**src/rtl/comm_ctrl_pkg.sv**
```systemverilog
// Shared types and widths for the host command link (UART receiver, command
// assembler and response transmitter).
package comm_ctrl_pkg;

  typedef enum logic [1:0] {
    IDLE  = 2'd0,
    START = 2'd1,
    DATA  = 2'd2,
    STOP  = 2'd3
  } uart_state_t;

  localparam int CMD_W      = 24;
  localparam int BYTE_W     = 8;
  localparam int BAUD_CNT_W = 16;

endpackage

```
**src/rtl/comm_ctrl_uart_tx.sv**
```systemverilog
// 8N1 UART transmitter: captures one byte on tx_start and shifts it out LSB
// first, pulsing tx_done as the stop bit ends.
module uart_tx
  import comm_ctrl_pkg::*;
#(
  parameter int BAUD_DIV = 2604
) (
  input  logic              clk,
  input  logic              rst,
  input  logic              tx_start,
  input  logic [BYTE_W-1:0] tx_data,
  output logic              TX,
  output logic              tx_busy,
  output logic              tx_done
);

  localparam logic [BAUD_CNT_W-1:0] BIT_LAST = BAUD_CNT_W'(BAUD_DIV - 1);

  uart_state_t           state_q, state_d;
  logic [BAUD_CNT_W-1:0] cnt_q, cnt_d;
  logic [2:0]            bit_q, bit_d;
  logic [BYTE_W-1:0]     shift_q, shift_d;
  logic                  tx_q, tx_d;
  logic                  busy_q, busy_d;
  logic                  done_q, done_d;
  logic                  bit_end;

  assign bit_end = (cnt_q == '0);

  always_comb begin
    state_d = state_q;
    cnt_d   = cnt_q;
    bit_d   = bit_q;
    shift_d = shift_q;
    tx_d    = tx_q;
    busy_d  = busy_q;
    done_d  = 1'b0;
    if (state_q != IDLE) cnt_d = cnt_q - 1'b1;
    case (state_q)
      IDLE: begin
        // A request coinciding with the done pulse is dropped on purpose.
        if (tx_start && !done_q) begin
          state_d = START;
          cnt_d   = BIT_LAST;
          shift_d = tx_data;
          tx_d    = 1'b0;
          busy_d  = 1'b1;
        end
      end
      START: begin
        if (bit_end) begin
          state_d = DATA;
          cnt_d   = BIT_LAST;
          bit_d   = 3'd0;
          tx_d    = shift_q[0];
          shift_d = shift_q >> 1;
        end
      end
      DATA: begin
        if (bit_end) begin
          cnt_d = BIT_LAST;
          if (bit_q == 3'd7) begin
            state_d = STOP;
            tx_d    = 1'b1;
          end else begin
            bit_d   = bit_q + 3'd1;
            tx_d    = shift_q[0];
            shift_d = shift_q >> 1;
          end
        end
      end
      STOP: begin
        if (bit_end) begin
          state_d = IDLE;
          busy_d  = 1'b0;
          done_d  = 1'b1;
        end
      end
      default: state_d = IDLE;
    endcase
  end

  always_ff @(posedge clk) begin
    if (rst) begin
      state_q <= IDLE;
      cnt_q   <= '0;
      bit_q   <= '0;
      tx_q    <= 1'b1;
      busy_q  <= 1'b0;
      done_q  <= 1'b0;
    end else begin
      state_q <= state_d;
      cnt_q   <= cnt_d;
      bit_q   <= bit_d;
      tx_q    <= tx_d;
      busy_q  <= busy_d;
      done_q  <= done_d;
    end
  end

  always_ff @(posedge clk) begin
    shift_q <= shift_d;
  end

  assign TX      = tx_q;
  assign tx_busy = busy_q;
  assign tx_done = done_q;

endmodule

```
**src/rtl/comm_ctrl.sv**
```systemverilog
// Host command link: receives 3-byte commands over UART into cmd/cmd_rdy and
// transmits single response bytes back on TX.
module comm_ctrl
  import comm_ctrl_pkg::*;
#(
  parameter int BAUD_DIV = 2604
) (
  input  logic              clk,
  input  logic              rst,
  input  logic              RX,
  output logic              TX,
  output logic [CMD_W-1:0]  cmd,
  output logic              cmd_rdy,
  input  logic              clr_cmd_rdy,
  input  logic [BYTE_W-1:0] resp_data,
  input  logic              send_resp,
  output logic              resp_sent,
  output logic              tx_busy,
  output logic              overrun,
  output logic              frm_err
);

  localparam logic [BAUD_CNT_W-1:0] BIT_LAST  = BAUD_CNT_W'(BAUD_DIV - 1);
  localparam logic [BAUD_CNT_W-1:0] HALF_LAST = BAUD_CNT_W'(BAUD_DIV / 2 - 1);

  logic                  rx_s1_q, rx_s2_q, rx_prev_q;
  uart_state_t           rx_state_q, rx_state_d;
  logic [BAUD_CNT_W-1:0] rx_cnt_q, rx_cnt_d;
  logic [2:0]            rx_bit_q, rx_bit_d;
  logic [BYTE_W-1:0]     rx_shift_q, rx_shift_d;
  logic [1:0]            byte_cnt_q, byte_cnt_d;
  logic [15:0]           asm_q, asm_d;
  logic [CMD_W-1:0]      cmd_q, cmd_d;
  logic                  cmd_rdy_q, cmd_rdy_d;
  logic                  ovr_q, ovr_d;
  logic                  ferr_q, ferr_d;
  logic                  rx_fall, rx_bit_end, byte_done;

  assign rx_fall    = rx_prev_q & ~rx_s2_q;
  assign rx_bit_end = (rx_cnt_q == '0);

  always_comb begin
    rx_state_d = rx_state_q;
    rx_cnt_d   = rx_cnt_q;
    rx_bit_d   = rx_bit_q;
    rx_shift_d = rx_shift_q;
    byte_cnt_d = byte_cnt_q;
    asm_d      = asm_q;
    cmd_d      = cmd_q;
    cmd_rdy_d  = cmd_rdy_q;
    ovr_d      = 1'b0;
    ferr_d     = 1'b0;
    byte_done  = 1'b0;
    if (rx_state_q != IDLE) rx_cnt_d = rx_cnt_q - 1'b1;
    case (rx_state_q)
      IDLE: begin
        if (rx_fall) begin
          rx_state_d = START;
          rx_cnt_d   = HALF_LAST;
        end
      end
      START: begin
        if (rx_bit_end) begin
          if (rx_s2_q) begin
            rx_state_d = IDLE;
          end else begin
            rx_state_d = DATA;
            rx_cnt_d   = BIT_LAST;
            rx_bit_d   = 3'd0;
          end
        end
      end
      DATA: begin
        if (rx_bit_end) begin
          rx_shift_d = {rx_s2_q, rx_shift_q[BYTE_W-1:1]};
          rx_cnt_d   = BIT_LAST;
          if (rx_bit_q == 3'd7) rx_state_d = STOP;
          else                  rx_bit_d   = rx_bit_q + 3'd1;
        end
      end
      STOP: begin
        if (rx_bit_end) begin
          rx_state_d = IDLE;
          if (rx_s2_q) begin
            byte_done = 1'b1;
          end else begin
            ferr_d     = 1'b1;
            byte_cnt_d = 2'd0;
          end
        end
      end
      default: rx_state_d = IDLE;
    endcase

    if (cmd_rdy_q && clr_cmd_rdy) cmd_rdy_d = 1'b0;

    // Bytes arrive MSB-first; the third byte either publishes or is dropped.
    if (byte_done) begin
      case (byte_cnt_q)
        2'd0: begin
          asm_d[15:8] = rx_shift_q;
          byte_cnt_d  = 2'd1;
        end
        2'd1: begin
          asm_d[7:0] = rx_shift_q;
          byte_cnt_d = 2'd2;
        end
        default: begin
          byte_cnt_d = 2'd0;
          if (!cmd_rdy_q || clr_cmd_rdy) begin
            cmd_d     = {asm_q, rx_shift_q};
            cmd_rdy_d = 1'b1;
          end else begin
            ovr_d = 1'b1;
          end
        end
      endcase
    end
  end

  always_ff @(posedge clk) begin
    if (rst) begin
      rx_s1_q    <= 1'b1;
      rx_s2_q    <= 1'b1;
      rx_prev_q  <= 1'b1;
      rx_state_q <= IDLE;
      rx_cnt_q   <= '0;
      rx_bit_q   <= '0;
      byte_cnt_q <= '0;
      cmd_q      <= '0;
      cmd_rdy_q  <= 1'b0;
      ovr_q      <= 1'b0;
      ferr_q     <= 1'b0;
    end else begin
      rx_s1_q    <= RX;
      rx_s2_q    <= rx_s1_q;
      rx_prev_q  <= rx_s2_q;
      rx_state_q <= rx_state_d;
      rx_cnt_q   <= rx_cnt_d;
      rx_bit_q   <= rx_bit_d;
      byte_cnt_q <= byte_cnt_d;
      cmd_q      <= cmd_d;
      cmd_rdy_q  <= cmd_rdy_d;
      ovr_q      <= ovr_d;
      ferr_q     <= ferr_d;
    end
  end

  always_ff @(posedge clk) begin
    rx_shift_q <= rx_shift_d;
    asm_q      <= asm_d;
  end

  assign cmd     = cmd_q;
  assign cmd_rdy = cmd_rdy_q;
  assign overrun = ovr_q;
  assign frm_err = ferr_q;

  uart_tx #(
    .BAUD_DIV(BAUD_DIV)
  ) u_tx (
    .clk     (clk),
    .rst     (rst),
    .tx_start(send_resp),
    .tx_data (resp_data),
    .TX      (TX),
    .tx_busy (tx_busy),
    .tx_done (resp_sent)
  );

endmodule

```
**config.mk**
```make
export PLATFORM = sky130hd
export DESIGN_NAME = comm_ctrl
export DESIGN_NICKNAME = d
export VERILOG_FILES = /design/src/rtl/comm_ctrl_pkg.sv /design/src/rtl/comm_ctrl_uart_tx.sv /design/src/rtl/comm_ctrl.sv
export SDC_FILE = /design/constraint.sdc
export NUM_CORES = 1
export LEC_CHECK = 0
export CORE_ASPECT_RATIO = 1.25
export CORE_MARGIN = 2
export CORE_UTILIZATION = 62
export CTS_BUF_LIST = sky130_fd_sc_hd__clkbuf_8 sky130_fd_sc_hd__clkbuf_16
export CTS_CLUSTER_SIZE = 20
export DETAILED_ROUTE_END_ITERATION = 10
export PLACE_DENSITY = 0.89
export RECOVER_POWER = 50
export SLEW_MARGIN = 15
export SYNTH_ARGS = -nofsm -noshare
export SYNTH_HDL_FRONTEND = slang
export SYNTH_HIERARCHICAL = 1
export SYNTH_SLANG_ARGS = --single-unit
```
**constraint.sdc**
```tcl
create_clock -name clk -period 6.6 [get_ports clk]
set_input_delay 0.99 -clock clk [delete_from_list [all_inputs] [get_ports clk]]
set_output_delay 0.99 -clock clk [all_outputs]
set_load 0.01 [all_outputs]
```
# Yosys cells after proc, flatten, opt, wreduce, memory -nomap -nowiden
# Index checks and enable logic that the tools add are counted.
# totals
ff_bits	109
output_inout_bits	30
word_cells	150
# classes
addsub	4
n_eq_ne	23
n_mux	60
bitwise_logic	7
reduce_logical	35
# ops
operator	n
two-way mux 16 bit	8
one-hot mux 16 bit (3 select lines)	1
zero test 16 bit	2
two-way mux 8 bit	4
one-hot mux 16 bit (2 select lines)	1
subtractor 16 x 1 -> 16 bit, second input constant	2
two-way mux 2 bit	15
one-hot mux 8 bit (3 select lines)	1
two-way mux 3 bit	7
AND reduction 5 bit	4
two-way mux 1 bit	16
!= test 2 bit, second input constant	8
one-hot mux 2 bit (4 select lines)	2
nonzero test 2 bit	7
!= test 2 x 1 -> 1 bit, second input constant	6
one-hot mux 3 bit (2 select lines)	2
AND reduction 3 bit	3
== test 2 bit, second input constant	4
AND reduction 4 bit	2
adder 3 x 1 -> 3 bit, second input constant	2
== test 2 x 1 -> 1 bit, second input constant	3
== test 3 bit, second input constant	2
zero test 2 bit	3
inverter 1 bit	6
12 further kinds	18

# Longest topological paths before layout
# logic_depth
ltp_word	5
mapped_depth	9

# Modules after synthesis
# Netlist, hierarchy kept.
# by_module_without_submodules
module	instances	cells_each	area_per_inst_um2	seq_area_each_um2
comm_ctrl	1	306	3156.8	1781.7
uart_tx	1	171	1659.1	720.7

# Worst setup path after synthesis
# No wires, ideal clock.
# synth_path
kind	register to register
startpoint	register rx_cnt_q[0]
endpoint	register asm_q[0] (enable)
arrival_time_ps	2248
required_time_ps	6215
slack_ps	3967
path_stages_with_launch	7
period_less_slack_ps	2633
path_cell_list	dfxtp_1 -> inv_1 -> ha_1 -> or4b_4 -> nor4_2 -> nand4_1 -> nor3b_1
# synth_via
elab_chain_cells	4
# synth_lines
element	line	text
start, declared	comm_ctrl.sv:28	logic [BAUD_CNT_W-1:0] rx_cnt_q, rx_cnt_d;
start signal, assigned	comm_ctrl.sv:139	rx_cnt_q <= rx_cnt_d;
zero test 16 bit	comm_ctrl.sv:40	assign rx_bit_end = (rx_cnt_q == '0);
two-way mux 1 bit	comm_ctrl.sv:82	if (rx_bit_end) begin
two-way mux 1 bit	comm_ctrl.sv:55	case (rx_state_q)
AND reduction 2 bit (no source line)	n/a	
end signal, assigned	comm_ctrl.sv:151	asm_q <= asm_d;
end, declared	comm_ctrl.sv:32	logic [15:0] asm_q, asm_d;
# No other way between the ends.
# A chain may end at the register's enable or synchronous reset.

==> impl_metrics.yaml <==
timing:
  tightest_slew_ns: 3.510
  fmax_mhz: 217.3
  fin_crit_sh_pct: 69.74
  setup_tns_ns: 0
  slew_viol_final: 68
  rsz0062_at_grt: "false"
  slew_headroom_pct: -134.0
  skew_ns: 0.01011
  hold_slack_ns: 0.4290
  hold_viol: 0
  period_minus_slack_ns: 4.603
  setup_viol: 0
cts:
  holdBufCountCts: 0
  cts.htree.levels: 3
  cts.repair.resized: 0
  clkLatencyLatePin_ns: 0.38
  root_buffer: "clkbuf_8"
  clk_path_buf_depth: 2
  path_clk_slew_ns: 0.11
  cts_setup_buffers: 0
  numCtsBuffers: 9
  cts.sinks: 109
  cts_tree: "built"
floorplan:
  design.core.area_um2: 7445
  start_util_pct: 64.69
  die_area_um2: 8493
  fp-row-count: 35
  ios: 43
  die_x_um: 82.83
  die_h_um: 102.5
detailed_routing:
  vias: 3646
  route.detailed.drc: 0
  first_pass_iters: 4
  wire_per_inst_um: 15.43
  detail-route-antenna-nets: 0
  finalWirelength_um: 9394
  avgViaCountPerCell: 5.987
  drtIter0Drc: 198
worst_setup_path:
  r2r_end: "asm_q[4]"
  reg2reg_from: "rx_cnt_q[0]"
  cp-end-kind: "register"
  cp-start-kind: "primary input"
  cp_top_family: "buffers and inverters"
  slowest_stage: "clkbuf_1"
  critPathLaunch: "rst"
  r2r_slack_ns: 3.10
  critical_path.max_stage_delay_ns: 2.45
  worstSetupPathType: "in -> reg"
  r2r_cells: 6
  cp_cell_sequence: "buf_2, clkbuf_1, inv_1, a31oi_1, or4_1, o21ai_1"
  cp.required_ns: 6.86
  path_max_fanout: 67
  cp_data_arrival_time_ns: 4.86
  cp.depth: 6
  critPathCapture: "u_tx/cnt_q[7]"
  cp.buffers_inverters: 3
synthesis:
  yosysSeqAreaShare_pct: 51.96
  synth_ff_type: "dfxtp_1"
  ys_warn_count: 6
  synth_edf_count: 32
  ys_async_sr_fraction_pct: 0
  synth-seq-cells: 109
  postSynthAreaPerCell_um2: 10.10
  synthesis.nets: 502
  synth_area_um2: 4816
  yosys.cell_types.count: 57
  synthCells: 477
grt:
  grt_max_degree: 68
  overflow: 0
  grt_pass1_vias: 3436
  antenna_found_initial: 0
  grt_usage_pct: 22.25
  grt_pass1_wl_um: 15540
cells_and_area:
  final_core_util_pct: 73.18
  layout.nets: 537
  final_area_um2: 5448
  mostFrequentLayoutCell: "dfxtp_1"
  drive_gt1_share_pct: 15.67
  mostFrequentLayoutCells: "dfxtp_1 (77), nand2_1 (58), a21oi_1 (32), edfxtp_1 (32), dlygate4sd3_1 (30)"
  insertedDiodeCount: 0
  area_delta_synth_final_pct: 13.12
min_path:
  whs_path_depth: 1
  hold_path.class: "reg -> reg"
flow_run:
  maxCapViolCount: 1
place:
  io_buffers: 42
  place.gp.congestion: 0.8590
  dpl_cell_area_um2: 5239
  hpwl_um: 6580
power:
  power_density_nw_per_um2: 327.1
  ir_worst_vdd_mv: 0.1865
  p_leak_nw: 1.945
run_status:
  status: "finished, violations left"
  violations: "capacitance limit, slew limit"
routing by layer:
metal / vias up / routed length, um / global-route usage, % / part of all wire (%)
met5: - / 0 / 0 / 0
met4: 0 / 147 / 10.09 / 1.6
met3: 14 / 275 / 2.802 / 2.9
met2: 67 / 4941 / 40.76 / 53
met1: 1779 / 4030 / 26.42 / 43
li1: 1786 / - / - / -
stage by stage:
step,std cells,setup WS [ns],power (mW)
floorplan,477,3.967,1.264
global placement,593,3.288,1.354
detailed placement,593,3.131,1.382
CTS,609,3.102,1.786
global route,609,1.696,1.877
finish,609,1.997,1.782
final cells by class:
type                            count  area (um^2)
Inverter                           15        56.30
Timing Repair Buffer               43        419.2
Multi-Input combinational cell    334         2142
Tap cell                           92        115.1
Sequential cell                   109         2502
Clock buffer                        9        123.9
Fill cell                         530         1997
Clock inverter                      7        88.84
power by group:
group / switching (mW) / internal [mW] / total, mW
logic: 0.317 / 0.227 / 0.543
registers: 0.0515 / 0.778 / 0.830
clock network: 0.256 / 0.153 / 0.409
total: 0.624 / 1.16 / 1.78
synth_stat cells (4+ instances only):
library cell	n	share of area, %
dfxtp_1	77	32
nand2_1	58	4.5
a21oi_1	32	3.3
edfxtp_1	32	20
nor2_1	25	1.9
a21oi_2	20	3.6
nand2_2	20	2.6
clkbuf_1	15	1.2
inv_1	15	1.2
nor3_1	14	1.5
ha_1	12	3.1
nand3_1	12	1.2
a31oi_1	10	1.3
o21ai_0	8	0.83
or3_1	8	1.0
mux2_2	7	1.6
nand3b_1	7	1.1
nand4_1	7	0.91
or2_2	7	0.91
xnor2_1	7	1.3
o21ai_1	6	0.62
or4_1	6	0.94
and2_1	5	0.65
nand2b_1	5	0.65
nor2b_1	5	0.65
nor4_1	5	0.65
a21o_1	4	0.62
o41ai_1	4	0.73
worst register-to-register path, delay by kind of cell (launching register included):
family        cells  cell delay [ns]
simple gates      4             2.52
fa+ha+maj         1             0.20
flops             1             0.35
buf+inv           1             0.06
cells by family (layout without fill, tap and decap cells):
kind of cell / Yosys count / after routing / share of synthesized area [%]
xor gates and xnor gates: 10 / 10 / 1.819
adders and majority gates: 12 / 12 / 3.118
AOI/OAI and AO/OA: 99 / 99 / 13.72
muxes: 9 / 9 / 2.079
and+or+nand+nor: 204 / 204 / 23.75
DFF: 109 / 109 / 51.96
buffers and inverters: 34 / 74 / 3.559
worst min-delay path by stage:
stage,from,endpoint
after floorplan,rx_s1_q,rx_s2_q
after global placement,rx_s1_q,rx_s2_q
after detailed placement,rx_s1_q,rx_s2_q
after CTS,rx_s1_q,rx_s2_q
after global routing,rx_s1_q,rx_s2_q
final,rx_s1_q,rx_s2_q
registers in the layout, indices dropped and copies added, names as in the netlist, 2 cells and up, named ones only:
register,cells
rx_shift_q,8
u_tx/cnt_q,16
u_tx/shift_q,8
u_tx/bit_q,3
rx_bit_q,3
byte_cnt_q,2
cmd,24
u_tx/state_q,2
rx_cnt_q,16
asm_q,16
Note: power is estimated with default switching activity, not from simulation.
